==> config.mk <==
export PLATFORM = sky130hd
export DESIGN_NAME = pipe_ctrl
export DESIGN_NICKNAME = d
export VERILOG_FILES = /design/src/rtl/pipe_ctrl.sv
export SDC_FILE = /design/constraint.sdc
export NUM_CORES = 1
export LEC_CHECK = 0
export ABC_AREA = 1
export CORE_MARGIN = 2
export CORE_UTILIZATION = 46
export DETAILED_ROUTE_END_ITERATION = 16
export GPL_ROUTABILITY_DRIVEN = 0
export PLACE_DENSITY = 0.87
export SLEW_MARGIN = 20
export SYNTH_ARGS = -nofsm -noshare
export SYNTH_HDL_FRONTEND = slang
export SYNTH_SLANG_ARGS = --single-unit
export TNS_END_PERCENT = 30
==> constraint.sdc <==
create_clock -name clk -period 8.6 [get_ports clk]
set_clock_uncertainty 0.2 [all_clocks]
set_input_delay 1.72 -clock clk [delete_from_list [all_inputs] [get_ports clk]]
set_output_delay 1.72 -clock clk [all_outputs]
set_load 0.01 [all_outputs]
==> src/rtl/pipe_ctrl.sv <==
// rtl/pipe_ctrl.sv - pipeline stall/flush controller with divider start/annul sequencing
// Merges stage stall requests, drives redirect on exceptions, and counts stalled cycles.
module pipe_ctrl #(
    parameter logic [31:0] EXC_VECTOR  = 32'h00000020,
    parameter logic [31:0] ERET_CODE   = 32'h0000000e,
    parameter int          DIV_TIMEOUT = 40,
    parameter int          CNT_W       = 32
) (
    input  logic             clk,
    input  logic             rst,
    input  logic             stallreq_if,
    input  logic             stallreq_id,
    input  logic             stallreq_ex,
    input  logic             stallreq_mem,
    input  logic [31:0]      excepttype_i,
    input  logic [31:0]      cp0_epc_i,
    input  logic             div_req_i,
    input  logic             div_ready_i,
    output logic             div_start_o,
    output logic             div_annul_o,
    output logic [5:0]       stall,
    output logic             flush,
    output logic [31:0]      new_pc,
    output logic [CNT_W-1:0] stall_cnt
);

    typedef enum logic [2:0] {
        IDLE  = 3'd0,
        START = 3'd1,
        WAIT  = 3'd2,
        DONE  = 3'd3,
        ABORT = 3'd4
    } div_state_t;

    localparam int TW = $clog2(DIV_TIMEOUT + 1);
    localparam logic [TW-1:0] TMO_LAST = TW'(DIV_TIMEOUT - 1);

    div_state_t    state;
    logic [TW-1:0] tmo_cnt;
    logic          exc;
    logic          div_stall;

    // Outputs are gated by rst so they fall to zero the moment reset asserts,
    // even while stall requests are still present on the inputs.
    always_comb begin
        exc       = (excepttype_i != 32'd0);
        div_stall = (state == START) || (state == WAIT) ||
                    ((state == IDLE) && div_req_i);
        flush     = 1'b0;
        new_pc    = 32'd0;
        stall     = 6'b000000;
        if (!rst) begin
            if (exc) begin
                flush  = 1'b1;
                new_pc = (excepttype_i == ERET_CODE) ? cp0_epc_i : EXC_VECTOR;
            end else if (stallreq_mem) begin
                stall = 6'b011111;
            end else if (stallreq_ex || div_stall) begin
                stall = 6'b001111;
            end else if (stallreq_id) begin
                stall = 6'b000111;
            end else if (stallreq_if) begin
                stall = 6'b000011;
            end
        end
    end

    always_ff @(posedge clk or posedge rst) begin
        if (rst) begin
            state       <= IDLE;
            tmo_cnt     <= '0;
            div_start_o <= 1'b0;
            div_annul_o <= 1'b0;
            stall_cnt   <= '0;
        end else begin
            div_start_o <= 1'b0;
            div_annul_o <= 1'b0;
            if ((stall != 6'b000000) && (stall_cnt != {CNT_W{1'b1}})) begin
                stall_cnt <= stall_cnt + 1'b1;
            end
            case (state)
                IDLE: begin
                    if (div_req_i && !flush) begin
                        state       <= START;
                        div_start_o <= 1'b1;
                    end
                end
                START: begin
                    tmo_cnt <= '0;
                    if (flush) begin
                        state       <= ABORT;
                        div_annul_o <= 1'b1;
                    end else begin
                        state <= WAIT;
                    end
                end
                WAIT: begin
                    // A flush beats a coincident ready: the result belongs to a squashed instruction.
                    if (flush || (!div_ready_i && (tmo_cnt == TMO_LAST))) begin
                        state       <= ABORT;
                        div_annul_o <= 1'b1;
                        tmo_cnt     <= '0;
                    end else if (div_ready_i) begin
                        state <= DONE;
                    end else begin
                        tmo_cnt <= tmo_cnt + 1'b1;
                    end
                end
                DONE:    state <= IDLE;
                ABORT:   state <= IDLE;
                default: state <= IDLE;
            endcase
        end
    end

endmodule

==> metrics.csv, run 1 <==
stage,metric,value,unit
outcome,outcome,"finished, final reports clean",
route,Vias,3752,
yosys,Mapped Cells,513,
sta,unrepaired setup endpoints after global routing,no,
route,Routed WL per cell,13.31,um
yosys,Seq cells post-synth,43,
clock_tree,H-tree Lvls,2,
sta,worst-margin pin slew,0.9480,ns
clock_tree,cts hold-fix bufs,0,
power_and_ir_drop,Internal,354.9,uW
floorplan,Die W,87.92,um
global_routing,first-pass GRT wire length,16070,um
floorplan,Site Rows,30,
setup_path,Setup CP Type,in -> out,
clock_tree,clock-pin slew on the worst setup and hold paths,0.08,ns
setup_path,arrival time at the worst endpoint,4.22,ns
hold_path,worst min path class,reg -> reg,
cells_and_area,Final nets,722,
yosys,yosys warns,0,
clock_tree,Post CTS Setup Buffer Count,0,
clock_tree,CTS sink count,43,
clock_tree,CTS Root Cell,clkbuf_8,
yosys,"Seq/Total Area, Yosys",0.3322,
yosys,Synth Flop Type,dfrtp_1,
power_and_ir_drop,sequential power share,0.447,
route,DR iter-0 viols,146,
route,vias per std cell,5.036,
floorplan,Starting Density,0.4768,
cells_and_area,layout cell share with drive strength beyond 1,0.03082,
sta,TNS Setup,0,ns
route,Final ANT Viol Nets,0,
sta,Tcrit/Tclk final,0.7135,
route,drt pass-1 iters,5,
clock_tree,worst-skew pair later-pin latency,0.30,ns
power_and_ir_drop,P_leak,0.002135,uW
floorplan,Core Region,0.006794,mm^2
yosys,Post-synth EDFFs,0,
floorplan,Die Span Y,87.92,um
route,DRC,0,
sta,"Slew Viols, Final",0,
hold_path,WHS Path Cells,2,
clock_tree,CTS tree,built,
sta,Final setup viols,0,
placement,Port Buffers,143,
power_and_ir_drop,Comb pwr share,0.233,
power_and_ir_drop,Sw Share,0.2836,
cells_and_area,Layout Area Growth over Synthesis,48.67,%
yosys,post-synth design cell area,0.003239,mm^2
global_routing,grt ovf,0,
cells_and_area,Non-Filler Instances,745,
setup_path,startpoint types,primary input,
yosys,Syn Area/Cell,6.315,um^2
sta,f_max,163.0,MHz
yosys,synthesized netlist net count,587,
floorplan,Top Ports,145,
clock_tree,# resized after CTS,0,
sta,endpoints failing hold,0,
placement,dpl hpwl,7891,um
global_routing,largest net degree at the start of global routing,51,
placement,DP Cell Count,737,
power_and_ir_drop,PD cells,102.9,mW/mm^2
yosys,Synth cell types,25,
cells_and_area,number of inserted diodes,0,
floorplan,die area,0.007729,mm^2
route,final WL,9917,um
job,Max Cap Viol,0,
power_and_ir_drop,Max rail drop VDD,0.07651,mV
global_routing,GR Util All Layers,0.2618,
placement,Area after DPL,0.004703,mm^2
power_and_ir_drop,clock power share,0.321,
sta,post-route minimum period,6.136,ns
global_routing,initial antenna violation count,0,
setup_path,"Max FO, Critical Path",31,
global_routing,number of global-route vias before repair,3699,
sta,Slew headroom,0.3665,
cells_and_area,final instance area,0.004816,mm^2
clock_tree,maximum clock path buffer count,2,
setup_path,Reg2Reg Depth,10,
yosys,ys async rst share,1.000,
power_and_ir_drop,sw power,140.5,uW
clock_tree,Num CTS Buffers,5,
setup_path,Worst Setup End Kind,output port,
setup_path,Critical Path RT,6.68,ns
## flip-flops by register name, summed over array words and instances (netlist names)
name,cells
div_annul_o,1
state,3
div_start_o,1
stall_cnt,32
tmo_cnt,6
## cell families after synthesis
kind of cell | after synthesis | share of synthesized area
simple gates | 366 | 0.4701
other cells | 1 | 0.001158
compound gates | 9 | 0.01545
flops | 43 | 0.3322
buf+inv | 58 | 0.08149
xor+xnor | 34 | 0.09193
fa+ha+maj | 2 | 0.007724
## power by group through the flow
| stage | logic, uW | clock network, uW | registers [uW] |
|---|---|---|---|
| 6_report | 115 | 159 | 221 |
| 5_1_grt | 130 | 169 | 223 |
| 4_1_cts | 116 | 163 | 221 |
| 3_5_place_dp | 115 | 0 | 225 |
| 3_3_place_gp | 112 | 0 | 225 |
| 2_1_floorplan | 58.8 | 0 | 226 |
## cell type report
type	instances	area, um^2
fill	574	1978
inverter	40	150.1
timing repair buffer	146	1454
clock inverter	3	43.79
multi-input combinational	412	1903
clock buffer	5	68.82
sequential	43	1076
tap	96	120.1
## routing by layer
| metal | part of all wire | wire length [um] | global-route usage |
|---|---|---|---|
| met1 | 0.38 | 3785 | 0.2774 |
| met4 | 0.047 | 469 | 0.1357 |
| met2 | 0.52 | 5108 | 0.4862 |
| met5 | 0 | 0 | 0 |
| met3 | 0.056 | 553 | 0.05278 |
## through the flow
step	util	setup WS [ns]	hold WS, ns	total power (uW)
global placement	0.6923	2.615	0.3019	336.5
floorplan	-	3.063	0.2745	284.6
detailed placement	0.6923	2.469	0.3118	340.3
CTS	0.7088	2.469	0.3350	500.0
global route	0.7088	2.214	0.3757	522.3
finish	0.7088	2.464	0.3383	495.4
## layout by cell type, fill, tap and decap left out, types with 2 or more instances in the layout
cell / n
nand2_1: 183
clkdlybuf4s50_1: 143
nor2_1: 102
nand3_1: 47
dfrtp_1: 43
inv_1: 39
xor2_1: 24
nor3_1: 12
nand4_1: 11
xnor2_1: 10
o21ai_0: 5
clkbuf_8: 5
buf_4: 3
nor2_2: 2
nor4_1: 2
nor2_4: 2
nand2_2: 2
o22ai_1: 2
ha_1: 2
## critical path: stages
cell and delay (ns):
clkdlybuf4s50_1 0.44, nor2_1 0.15, nand2_1 0.08, nor2_1 0.10, nand2_1 0.11, inv_1 0.07, nand3_1 0.09, inv_1 0.62
nand2_1 0.13, nor2_1 0.15, clkdlybuf4s50_1 0.55
## synth_stat cells (2+ instances only)
library cell	number	area share
buf_2	13	0.020
buf_4	2	0.0046
buf_6	3	0.010
dfrtp_1	43	0.33
ha_1	2	0.0077
inv_1	39	0.045
nand2_1	183	0.21
nand2_2	2	0.0039
nand3_1	47	0.073
nand4_1	11	0.021
nor2_1	102	0.12
nor2_2	2	0.0039
nor2_4	2	0.0070
nor3_1	12	0.019
nor4_1	2	0.0039
o21ai_0	6	0.0093
o22ai_1	2	0.0039
xnor2_1	10	0.027
xor2_1	24	0.065
## path summary, 6_finish.rpt
check                           slack, ns        startpoint       endpoint
worst min register to register       0.34        tmo_cnt[1]     tmo_cnt[1]
worst max-delay path                 2.46  excepttype_i[22]     new_pc[22]
worst max register to register       5.48          state[0]   stall_cnt[1]
worst min-delay path                 0.34        tmo_cnt[1]     tmo_cnt[1]
max in group asynchronous            6.09               rst  stall_cnt[22]
min in group asynchronous            1.70               rst    div_start_o
No activity file was read; power rests on OpenSTA's default activity.
==> inputs of run 2 (changes only) <==
--- a/config.mk
+++ b/config.mk
@@ -7,10 +7,10 @@
 export LEC_CHECK = 0
 export ABC_AREA = 1
 export CORE_MARGIN = 2
-export CORE_UTILIZATION = 46
+export CORE_UTILIZATION = 43
 export DETAILED_ROUTE_END_ITERATION = 16
 export GPL_ROUTABILITY_DRIVEN = 0
-export PLACE_DENSITY = 0.87
+export PLACE_DENSITY = 0.82
 export SLEW_MARGIN = 20
 export SYNTH_ARGS = -nofsm -noshare
 export SYNTH_HDL_FRONTEND = slang
==> constraint.sdc (replaced) <==
create_clock -name clk -period 6.1 [get_ports clk]
set_clock_uncertainty 0.2 [all_clocks]
set_input_delay 1.22 -clock clk [delete_from_list [all_inputs] [get_ports clk]]
set_output_delay 1.22 -clock clk [all_outputs]
set_load 0.01 [all_outputs]
==> run 2 against run 1 <==
  * Die area grew 6.7%
  * Combinational power grew 40%
  * Clock power grew 24%
  * Total power grew 35%
  * Critical endpoint is now new_pc[23]
==> metrics.csv, run 2 (synthesized netlist as in run 1, its figures left out) <==
stage,metric,value,unit,change
clock_tree,CTS Root Cell,clkbuf_8,,unchanged
setup_path,CP startpoint,excepttype_i[7],,was excepttype_i[22]
power_and_ir_drop,Tot Pwr,670.1,uW,was 495.4 uW
cells_and_area,"most common cell after layout, fill and taps aside",nand2_1,,unchanged
route,drt pass-1 iters,4,,was 5
power_and_ir_drop,clock power share,0.293,,was 0.321
clock_tree,clock-pin slew on the worst setup and hold paths,0.09,ns,was 0.08 ns
cells_and_area,Final nets,723,,was 722
floorplan,Die Span Y,90.80,um,was 87.92 um
sta,f_max,196.4,MHz,
global_routing,GR Util All Layers,0.2417,,was 0.2618
setup_path,arrival time at the worst endpoint,3.67,ns,was 4.22 ns
sta,endpoints failing hold,0,,unchanged
clock_tree,worst-skew pair later-pin latency,0.30,ns,about the same
setup_path,"Max FO, Critical Path",31,,unchanged
hold_path,WHS Path Cells,2,,unchanged
floorplan,die area,0.008244,mm^2,was 0.007729 mm^2
sta,worst-margin pin slew,0.8377,ns,was 0.9480 ns
route,DR iter-0 viols,113,,was 146
global_routing,largest net degree at the start of global routing,33,,was 51
setup_path,startpoint types,primary input,,unchanged
route,vias per std cell,4.940,,was 5.036
floorplan,Starting Density,0.4442,,was 0.4768
placement,Area after DPL,0.004715,mm^2,was 0.004703 mm^2
setup_path,Crit Reg-Reg Startpoint,state[0],,unchanged
sta,Slew headroom,0.4409,,was 0.3665
power_and_ir_drop,Max rail drop VDD,0.1261,mV,was 0.07651 mV
cells_and_area,number of flip-flops in the largest register,32,,unchanged
outcome,outcome,"finished, final reports clean",,unchanged
cells_and_area,number of inserted diodes,0,,unchanged
floorplan,Core Region,0.007292,mm^2,was 0.006794 mm^2
setup_path,Critical Path RT,4.68,ns,was 6.68 ns
sta,Final setup viols,0,,unchanged
power_and_ir_drop,sw power,198.9,uW,was 140.5 uW
placement,Port Buffers,143,,unchanged
power_and_ir_drop,Sw Share,0.2969,,was 0.2836
clock_tree,maximum clock path buffer count,2,,unchanged
clock_tree,# resized after CTS,0,,unchanged
power_and_ir_drop,P_leak,0.002132,uW,was 0.002135 uW
clock_tree,Num CTS Buffers,5,,unchanged
setup_path,Setup CP Type,in -> out,,unchanged
setup_path,R2R Setup Slk,3.64,ns,was 5.48 ns
cells_and_area,Largest regs,"stall_cnt (32), tmo_cnt (6), state (3)",,unchanged
route,final WL,9764,um,was 9917 um
setup_path,Worst Setup End Kind,output port,,unchanged
sta,Tcrit/Tclk final,0.8346,,
global_routing,number of global-route vias before repair,3661,,was 3699
sta,TNS Setup,0,ns,unchanged
setup_path,CP endpoint,new_pc[23],,was new_pc[22]
hold_path,worst min path class,reg -> reg,,unchanged
setup_path,"slowest stage delay, CP",0.63,ns,was 0.62 ns
sta,Setup WS post-layout,1.009,ns,was 2.464 ns
power_and_ir_drop,PD cells,139.2,mW/mm^2,was 102.9 mW/mm^2
route,DRC,0,,unchanged
floorplan,Die W,90.80,um,was 87.92 um
global_routing,grt ovf,0,,unchanged
power_and_ir_drop,Internal,471.2,uW,was 354.9 uW
route,Vias,3700,,was 3752
placement,pre-CTS WS,1.002,ns,was 2.469 ns
setup_path,Reg2Reg Depth,11,,was 10
route,Final ANT Viol Nets,0,,unchanged
sta,post-route minimum period,5.091,ns,
clock_tree,CTS sink count,43,,unchanged
setup_path,worst r2r dst,stall_cnt[26],,was stall_cnt[1]
cells_and_area,final instance area,0.004813,mm^2,was 0.004816 mm^2
clock_tree,H-tree Lvls,2,,unchanged
floorplan,Top Ports,145,,unchanged
cells_and_area,layout cell share with drive strength beyond 1,0.03385,,was 0.03082
power_and_ir_drop,sequential power share,0.467,,was 0.447
sta,"Slew Viols, Final",0,,unchanged
setup_path,crit-path cells,clkdlybuf4s50_1 -> nor2_1 -> nand2_1 -> nor4_1 -> nand3_1 -> inv_1 -> nand2_1 -> nor2_1 -> clkdlybuf4s50_1,,was clkdlybuf4s50_1 -> nor2_1 -> nand2_1 -> nor2_1 -> nand2_1 -> inv_1 -> nand3_1 -> inv_1 -> nand2_1 -> nor2_1 -> clkdlybuf4s50_1
clock_tree,cts hold-fix bufs,0,,unchanged
cells_and_area,Biggest register,stall_cnt,,unchanged
power_and_ir_drop,Comb pwr share,0.240,,was 0.233
placement,dpl hpwl,7991,um,was 7891 um
job,Max Cap Viol,0,,unchanged
sta,unrepaired setup endpoints after global routing,no,,unchanged
global_routing,initial antenna violation count,0,,unchanged
cells_and_area,Layout Area Growth over Synthesis,48.59,%,was 48.67%
cells_and_area,highest-count cells in the layout ignoring fill and taps,"nand2_1, clkdlybuf4s50_1, nor2_1",,unchanged
route,Routed WL per cell,13.04,um,was 13.31 um
floorplan,Site Rows,31,,was 30
setup_path,CP max-delay cell,inv_1,,unchanged
clock_tree,CTS tree,built,,unchanged
global_routing,first-pass GRT wire length,16500,um,was 16070 um
clock_tree,Post CTS Setup Buffer Count,0,,unchanged
sta,Min Hold Slack,0.3239,ns,was 0.3383 ns
run 2: through the flow:
step,std cells,utilization
floorplan,513,-
global placement,741,0.6465
detailed placement,741,0.6465
CTS,749,0.6601
global route,749,0.6601
finish,749,0.6601
run 2: cell type report:
class                   instances  area, um^2
fillers                       673        2479
inverters                      40       150.1
repair buffers                147        1461
clock buffers                   6       82.58
well taps                      99       123.9
flip-flops and latches         43        1076
clock inverters                 2       16.27
multi-input cells             412        1903
run 2: critical path, delay by kind of cell:
kind,cells,cell delay [ns]
buffers and inverters,3,1.61
and+or+nand+nor,6,0.81
run 2: layer usage:
metal	vias to the layer above	routed length, um	global-route usage
li1	1869	-	-
met1	1672	3609	0.2496
met2	135	5271	0.4733
met3	24	549	0.04841
met4	0	333	0.09217
met5	-	0	0
run 2: how the worst min path moves through the flow:
stage / from / end / slack [ns]
finish: tmo_cnt[1] / tmo_cnt[1] / 0.32
global route: tmo_cnt[1] / tmo_cnt[1] / 0.37
CTS: tmo_cnt[1] / tmo_cnt[1] / 0.32
detailed placement: tmo_cnt[1] / tmo_cnt[1] / 0.30
global placement: tmo_cnt[1] / tmo_cnt[1] / 0.30
floorplan: tmo_cnt[1] / tmo_cnt[1] / 0.27
run 2: power by group through the flow:
stage / Combinational [uW] / Sequential [uW] / Clock (uW)
finish: 161 / 313 / 197
global route: 181 / 314 / 215
CTS: 162 / 313 / 202
detailed placement: 161 / 318 / 0
global placement: 157 / 318 / 0
floorplan: 82.9 / 318 / 0
==> inputs of run 3 (changes only) <==
==> constraint.sdc (replaced) <==
create_clock -name clk -period 5.3 [get_ports clk]
set_clock_uncertainty 0.2 [all_clocks]
set_input_delay 1.06 -clock clk [delete_from_list [all_inputs] [get_ports clk]]
set_output_delay 1.06 -clock clk [all_outputs]
set_load 0.01 [all_outputs]
==> run 3 against run 2 <==
  * Critical path depth is 3 higher
  * Cell count is 0.13% higher
  * Total power is 12% higher
  * Largest cell class unchanged
  * Non-clock buffer count is 1 higher
  * Critical endpoint is now new_pc[3]
==> metrics.csv, run 3 (synthesized netlist as in run 1, its figures left out) <==
stage,metric,value,unit,change
outcome,outcome,"finished, final reports clean",,unchanged
clock_tree,CTS tree,built,,unchanged
sta,unrepaired setup endpoints after global routing,no,,unchanged
clock_tree,cts hold-fix bufs,0,,unchanged
clock_tree,H-tree Lvls,2,,unchanged
placement,Area after DPL,0.004722,mm^2,was 0.004715 mm^2
sta,Tcrit/Tclk final,0.8424,,
power_and_ir_drop,PD cells,155.7,mW/mm^2,was 139.2 mW/mm^2
cells_and_area,number of inserted diodes,0,,unchanged
setup_path,Setup CP Type,in -> out,,unchanged
clock_tree,clock-pin slew on the worst setup and hold paths,0.08,ns,was 0.09 ns
sta,Slew headroom,0.5709,,was 0.4409
hold_path,startpoint of the lowest-slack hold path,stall_cnt[25],,was tmo_cnt[1]
clock_tree,worst-skew pair later-pin latency,0.29,ns,was 0.30 ns
clock_tree,Post CTS Setup Buffer Count,0,,unchanged
sta,TNS Setup,0,ns,unchanged
cells_and_area,highest-count cells in the layout ignoring fill and taps,"nand2_1, clkdlybuf4s50_1, nor2_1",,unchanged
floorplan,Top Ports,145,,unchanged
setup_path,"Max FO, Critical Path",31,,unchanged
clock_tree,Num CTS Buffers,5,,unchanged
clock_tree,CTS Root Cell,clkbuf_8,,unchanged
floorplan,Starting Density,0.4442,,unchanged
placement,Port Buffers,143,,unchanged
setup_path,Worst Setup End Kind,output port,,unchanged
setup_path,CP startpoint,excepttype_i[20],,was excepttype_i[7]
floorplan,Core Region,0.007292,mm^2,unchanged
global_routing,number of global-route vias before repair,3712,,was 3661
cells_and_area,Biggest register,stall_cnt,,unchanged
setup_path,Crit Reg-Reg Startpoint,state[0],,unchanged
power_and_ir_drop,Max rail drop VDD,0.1372,mV,was 0.1261 mV
cells_and_area,fin util,0.6587,,was 0.6601
placement,DP Cell Count,742,,was 741
clock_tree,CTS sink count,43,,unchanged
route,DRC,0,,unchanged
cells_and_area,Non-Filler Instances,750,,was 749
floorplan,Site Rows,31,,unchanged
hold_path,worst min path class,reg -> reg,,unchanged
job,Max Cap Viol,0,,unchanged
global_routing,largest net degree at the start of global routing,33,,unchanged
sta,"Slew Viols, Final",0,,unchanged
floorplan,Die W,90.80,um,unchanged
clock_tree,# resized after CTS,0,,unchanged
floorplan,die area,0.008244,mm^2,unchanged
clock_tree,maximum clock path buffer count,2,,unchanged
setup_path,startpoint types,primary input,,unchanged
route,Final ANT Viol Nets,0,,unchanged
global_routing,GR Util All Layers,0.2477,,was 0.2417
route,Vias,3732,,was 3700
sta,worst-margin pin slew,0.6378,ns,was 0.8377 ns
cells_and_area,"most common cell after layout, fill and taps aside",nand2_1,,unchanged
cells_and_area,Filler cells,676,,was 673
floorplan,Die Span Y,90.80,um,unchanged
global_routing,initial antenna violation count,0,,unchanged
cells_and_area,layout cell share with drive strength beyond 1,0.03226,,was 0.03385
route,Routed WL per cell,13.20,um,was 13.04 um
cells_and_area,final instance area,0.004803,mm^2,was 0.004813 mm^2
global_routing,grt ovf,0,,unchanged
route,DR iter-0 viols,135,,was 113
global_routing,first-pass GRT wire length,16720,um,was 16500 um
setup_path,arrival time at the worst endpoint,3.20,ns,was 3.67 ns
cells_and_area,Largest regs,"stall_cnt (32), tmo_cnt (6), state (3)",,unchanged
cells_and_area,Layout Area Growth over Synthesis,48.28,%,was 48.59%
sta,Final setup viols,0,,unchanged
setup_path,Critical Path RT,4.04,ns,was 4.68 ns
sta,endpoints failing hold,0,,unchanged
route,final WL,9899,um,was 9764 um
placement,dpl hpwl,8169,um,was 7991 um
power_and_ir_drop,P_leak,0.002133,uW,was 0.002132 uW
route,vias per std cell,4.976,,was 4.940
route,drt pass-1 iters,4,,unchanged
cells_and_area,Final nets,724,,was 723
cells_and_area,number of flip-flops in the largest register,32,,unchanged
sta,post-route minimum period,4.465,ns,
sta,f_max,224.0,MHz,
## run 3: cell types whose count changed in the layout (fill, tap and decap cells not counted), sizes merged
cell / delta
buf: +1
clkinvlp: -1
clkbuf: +1
## run 3: worst max-delay path, cell delays in order
cell	delay [ns]
clkdlybuf4s50_1	0.41
nor2_1	0.11
nand2_1	0.06
nor2_1	0.11
nand2_1	0.12
inv_1	0.08
nand3_1	0.09
inv_1	0.07
buf_4	0.28
nand2_1	0.14
nor2_1	0.12
clkdlybuf4s50_1	0.54
## run 3: power by group
group / internal (uW) / switching, uW / leakage [uW]
sequential: 347 / 13.5 / 0.000597
clock: 92.6 / 108 / 0.0000422
combinational: 88.8 / 97.9 / 0.00149
total: 528 / 219 / 0.00213
## run 3: metrics by stage
step,power [uW],worst slack [ns],hold WS (ns)
after floorplan,461.9,1.083,0.2745
after global placement,547.1,0.8891,0.3069
after detailed placement,552.3,0.8247,0.3131
after CTS,756.2,0.8216,0.3346
after global routing,796.5,0.5481,0.3662
final,747.7,0.8353,0.3361
## run 3: worst paths after layout
check | end | slack, ns | cells past startpoint
min reg2reg | stall_cnt[25] | 0.34 | 2
max in group asynchronous | stall_cnt[20] | 3.25 | 3
max reg2reg | stall_cnt[13] | 2.88 | 11
max | new_pc[3] | 0.84 | 12
min | stall_cnt[25] | 0.34 | 2
min in group asynchronous | state[1] | 0.94 | 2
## run 3: area by class of cell
type	instances	area (um^2)	area share
clock buffers	7	76.32	0.01589
clock inverters	1	5.005	0.001042
inverters	40	150.1	0.03126
multi-input cells	412	1903	0.3962
flip-flops and latches	43	1076	0.2240
well taps	99	123.9	0.02579
repair buffers	148	1469	0.3058
## run 3: routing by layer
metal,up-vias,part of all wire,global-route usage
li1,1875,-,-
met1,1675,0.37,0.2580
met2,147,0.53,0.4701
met3,35,0.055,0.05676
met4,0,0.041,0.1086
met5,-,0,0
==> patch 1: new RTL, flow settings as in run 2 <==
Make the reset (`rst`) synchronous in one clocked block.
--- a/src/rtl/pipe_ctrl.sv
+++ b/src/rtl/pipe_ctrl.sv
@@ -66,5 +66,5 @@
     end
 
-    always_ff @(posedge clk or posedge rst) begin
+    always_ff @(posedge clk) begin
         if (rst) begin
             state       <= IDLE;
Formal check against the unedited RTL: differs if rst is asserted again (counterexample within 4 cycles, from zero or initial values and one cycle with rst high); with rst held inactive, the same outputs for 10 cycles.
==> patch 1 against run 2 <==
  * Total power down 14%
  * Setup slack worse by 0.13 ns
  * Wire length up 2.5%
  * Sequential cell count unchanged
  * Synthesized area up 0.54%
  * Count of clock-buffer cells in the layout up 2
  * Final area down 0.36%
  * Critical path type unchanged
  * Critical endpoint is now new_pc[6]
==> patch 1: results <==
set metrics [dict create \
    syn_nets 606 \
    port-buffer-count 143 \
    met1_usage_pct 26.6 \
    regMostFlops "stall_cnt" \
    synth.avg_cell_area_sq_um 6.12 \
    holdWs_ns 0.299 \
    status "finished clean" \
    timing.rr.end "stall_cnt[2]$_SDFFE_PP0P_" \
    vias_per_cell 4.95 \
    drt-met1-wl_mm 3.91 \
    yosysUniqueCellTypes 39 \
    grt_max_degree 36 \
    ys.flop_type "dfxtp_1" \
    synthTopCellsByCount "168 x nand2_1, 110 x nor2_1, 43 x dfxtp_1, 41 x inv_1, 27 x a21oi_1" \
    grt_usage_pct 23.7 \
    finalNonFillerCells 766 \
    p_leak_nw 1.76 \
    vdd_ir_drop_max_uv 86.5 \
    worstPathArrival_ns 3.80 \
    ys_seq_area_share_pct 26.4 \
    reg2regPathDepth 10 \
    holdPathStages 2 \
    cts_buffers 5 \
    synthArstFlopShare_pct 0 \
    fin_nets 740 \
    drt_wl_total_mm 10.0 \
    reg2reg_from "stall_cnt[0]$_SDFFE_PP0P_" \
    dr_wl_met3_um 702 \
    dp_slack_ns 0.876 \
    drive_gt1_share_pct 8.55 \
    dr_wl_met2_mm 5.20 \
    switching_share_pct 23.8 \
    synth_area_leaders "dfxtp_1 26%, nand2_1 19%, nor2_1 13%" \
    yosysTopAreaCellShare_pct 26.4 \
    global_route.usage.met2_pct 45.1 \
    crit_fanout 31 \
    worst-r2r-setup-slack_ns 3.72 \
    synth_warnings 0 \
    holdPathEnd "tmo_cnt[5]$_SDFFE_PP0P_" \
    place_inst 758 \
    largestRegisters "stall_cnt (32), tmo_cnt (6), state (3)" \
    grt_pass1_vias 3656 \
    tightest_slew_ns 0.840 \
    drtIter0Drc 293 \
    place_area_sq_um 4700 \
    grtUsageMet3_pct 5.31 \
    grt_pass1_wl_mm 16.4 \
    dp_hpwl_mm 8.14 \
    hp-start "tmo_cnt[5]$_SDFFE_PP0P_" \
]
patch 1: cell families (layout without fill, tap and decap cells):
kind of cell	after synthesis	after routing	share of synthesized area [%]
AOI/OAI and AO/OA	41	41	7.61
and+or+nand+nor	362	362	50.1
xor gates and xnor gates	22	22	5.92
adders and majority gates	2	2	0.768
buffers and inverters	61	196	9.03
DFF	43	43	26.4
other	1	1	0.115
patch 1: cell type report:
| type | instances | area, sq um |
|---|---|---|
| Fill cell | 676 | 2500 |
| Clock buffer | 8 | 100 |
| Inverter | 44 | 170 |
| Timing Repair Buffer | 144 | 1440 |
| Tap cell | 99 | 124 |
| Sequential cell | 43 | 861 |
| Multi-Input combinational cell | 428 | 2100 |
patch 1: how the worst max path moves through the flow:
stage	start	endpoint	slack, ns	cells past startpoint
final	excepttype_i[23]	new_pc[6]	0.88	11
after global routing	excepttype_i[29]	new_pc[8]	0.64	11
after CTS	excepttype_i[29]	new_pc[8]	0.86	11
after detailed placement	excepttype_i[29]	new_pc[8]	0.88	11
after global placement	excepttype_i[29]	new_pc[6]	0.92	11
after floorplan	excepttype_i[31]	new_pc[0]	2.44	10
patch 1: critical path: stages:
cell	delay, ns
clkdlybuf4s50_1	0.43
nor2_1	0.13
nand2_1	0.08
nor2_2	0.14
nand2_4	0.10
nor2_1	0.10
nand2_1	0.07
inv_1	0.61
nand2_1	0.20
nor2_1	0.15
clkdlybuf4s50_1	0.56
patch 1: power groups by stage:
| stage | registers, mW | clock network, mW | logic, mW |
|---|---|---|---|
| floorplan | 0.293 | 0 | 0.0386 |
| global placement | 0.293 | 0 | 0.0918 |
| detailed placement | 0.294 | 0 | 0.0938 |
| CTS | 0.287 | 0.201 | 0.0940 |
| global route | 0.288 | 0.212 | 0.102 |
| finish | 0.287 | 0.198 | 0.0936 |
==> patch 2: new RTL, settings of run 2 <==
Without the edit above. The parameter `CNT_W` goes from 32 to 64.
--- a/src/rtl/pipe_ctrl.sv
+++ b/src/rtl/pipe_ctrl.sv
@@ -5,5 +5,5 @@
     parameter logic [31:0] ERET_CODE   = 32'h0000000e,
     parameter int          DIV_TIMEOUT = 40,
-    parameter int          CNT_W       = 32
+    parameter int          CNT_W       = 64
 ) (
     input  logic             clk,
Interface: changed (resized stall_cnt); port bits go from 145 to 177. No check against the original RTL was run, so the function may have changed too.
==> patch 2 against run 2 <==
  * Non-clock buffer count is 33 higher
  * Clock power grew to 2.6 times the old value
  * Setup slack better by 0.016 ns
  * Synthesized area is 83% higher
  * Core utilization is 6.2 points lower
  * Largest power group unchanged
  * Final area is 66% higher
  * Synthesized cell count is 78% higher
  * Sequential cell count is 32 higher
  * Total power is 80% higher
  * Sequential power is 66% higher
  * Wire length is 82% higher
==> patch 2: results <==
set metrics [dict create \
    fillCellCount 1283 \
    largestRegisters "stall_cnt (64), tmo_cnt (6), state (3)" \
    drtPass1Iterations 5 \
    fmax_mhz 197 \
    drtIter0Drc 485 \
    grt_max_degree 76 \
    clk_pin_slew_ns 0.06 \
    worstPathArrival_ns 3.65 \
    ys_seq_area_share_pct 31.7 \
    vdd_ir_drop_max_uv 109 \
    slew_headroom_pct 42.4 \
    syn_nets 986 \
    synth_most_common_cell "nand2_1" \
    status "finished clean" \
    critPathMaxStageDelay_ns 0.62 \
    cts_buffers 9 \
    fin_nets 1148 \
    crit_fanout 31 \
    vias_per_cell 5.04 \
    worst-r2r-setup-slack_ns 3.04 \
    dp_hpwl_mm 13.7 \
    slowest_stage "inv_1" \
    place_area_sq_um 7680 \
    synthTopCellsByCount "360 x nand2_1, 173 x nor2_1, 75 x dfrtp_1, 67 x nand3_1, 54 x inv_1" \
    synth_warnings 0 \
    diodes 0 \
    grt_pass1_wl_mm 29.2 \
    dp_slack_ns 1.04 \
    yosysUniqueCellTypes 37 \
    synth_area_leaders "dfrtp_1 32%, nand2_1 23%, nor2_1 11%" \
    p_leak_nw 3.45 \
    grt_pass1_vias 6058 \
    drt_wl_total_mm 17.8 \
    cts_root_buf "clkbuf_16" \
    post_cts_buffers 0 \
    grt_usage_pct 25.2 \
    setup_viol 0 \
    drive_gt1_share_pct 6.86 \
    clk_path_buf_depth 2 \
    hp-class "flop to flop" \
    synth.avg_cell_area_sq_um 6.50 \
    clk_latency_ns 0.35 \
    h-tree-depth 3 \
    wire_per_inst_um 14.2 \
    crit_family "buffers and inverters" \
    synthArstFlopShare_pct 100 \
    port-buffer-count 175 \
    ys.flop_type "dfrtp_1" \
    place_inst 1238 \
    antenna_found_initial 0 \
]
patch 2: where the power goes:
| part | total, mW | internal, mW | switching (mW) |
|---|---|---|---|
| clock network | 0.515 | 0.313 | 0.202 |
| registers | 0.521 | 0.513 | 0.00797 |
| logic | 0.167 | 0.0776 | 0.0897 |
patch 2: through the flow:
step	util [%]	hold slack, ns
6_report	59.8	0.323
5_1_grt	59.8	0.379
4_1_cts	59.6	0.313
3_5_place_dp	57.6	0.299
3_3_place_gp	57.6	0.290
2_1_floorplan	-	0.267
patch 2: layout make-up:
class	instances	area (sq um)	area share (%)
multi-input combinational	752	3590	45.0
clock inverter	3	40.0	0.502
clock buffer	12	236	2.96
sequential	75	1880	23.5
timing repair buffer	180	1800	22.6
inverter	56	211	2.65
tap	176	220	2.76
patch 2: final timing paths:
check,from,end,cells past startpoint
max in group asynchronous,rst,stall_cnt[39]$_DFFE_PP0P_,4
worst min-delay path,tmo_cnt[1]$_DFFE_PP0P_,tmo_cnt[1]$_DFFE_PP0P_,2
min in group asynchronous,rst,div_annul_o$_DFF_PP0_,3
worst min register to register,tmo_cnt[1]$_DFFE_PP0P_,tmo_cnt[1]$_DFFE_PP0P_,2
worst max-delay path,excepttype_i[21],new_pc[19],11
worst max register to register,stall_cnt[0]$_DFFE_PP0P_,stall_cnt[1]$_DFFE_PP0P_,10
patch 2: layer usage:
metal	track usage, %	up-vias	part of all wire [%]
met1	31.1	2856	42
li1	-	3153	-
met2	41.0	263	46
met3	6.25	47	8.6
met4	12.7	0	3.9
met5	0	-	0
patch 2: kinds of logic after synthesis:
family,after synthesis,share of synthesized area [%]
AO/OA/AOI/OAI,15,1.31
AND/OR/NAND/NOR,684,51.4
flip-flops,75,31.7
XOR/XNOR,50,7.39
adder cells (fa/ha/maj),2,0.422
buffers and inverters,85,7.81
other,1,0.0633
patch 2: tightest hold or removal path: stages, from the launching register on:
cell     delay (ns)
dfrtp_1        0.37
nand2_1        0.07
nand2_1        0.05
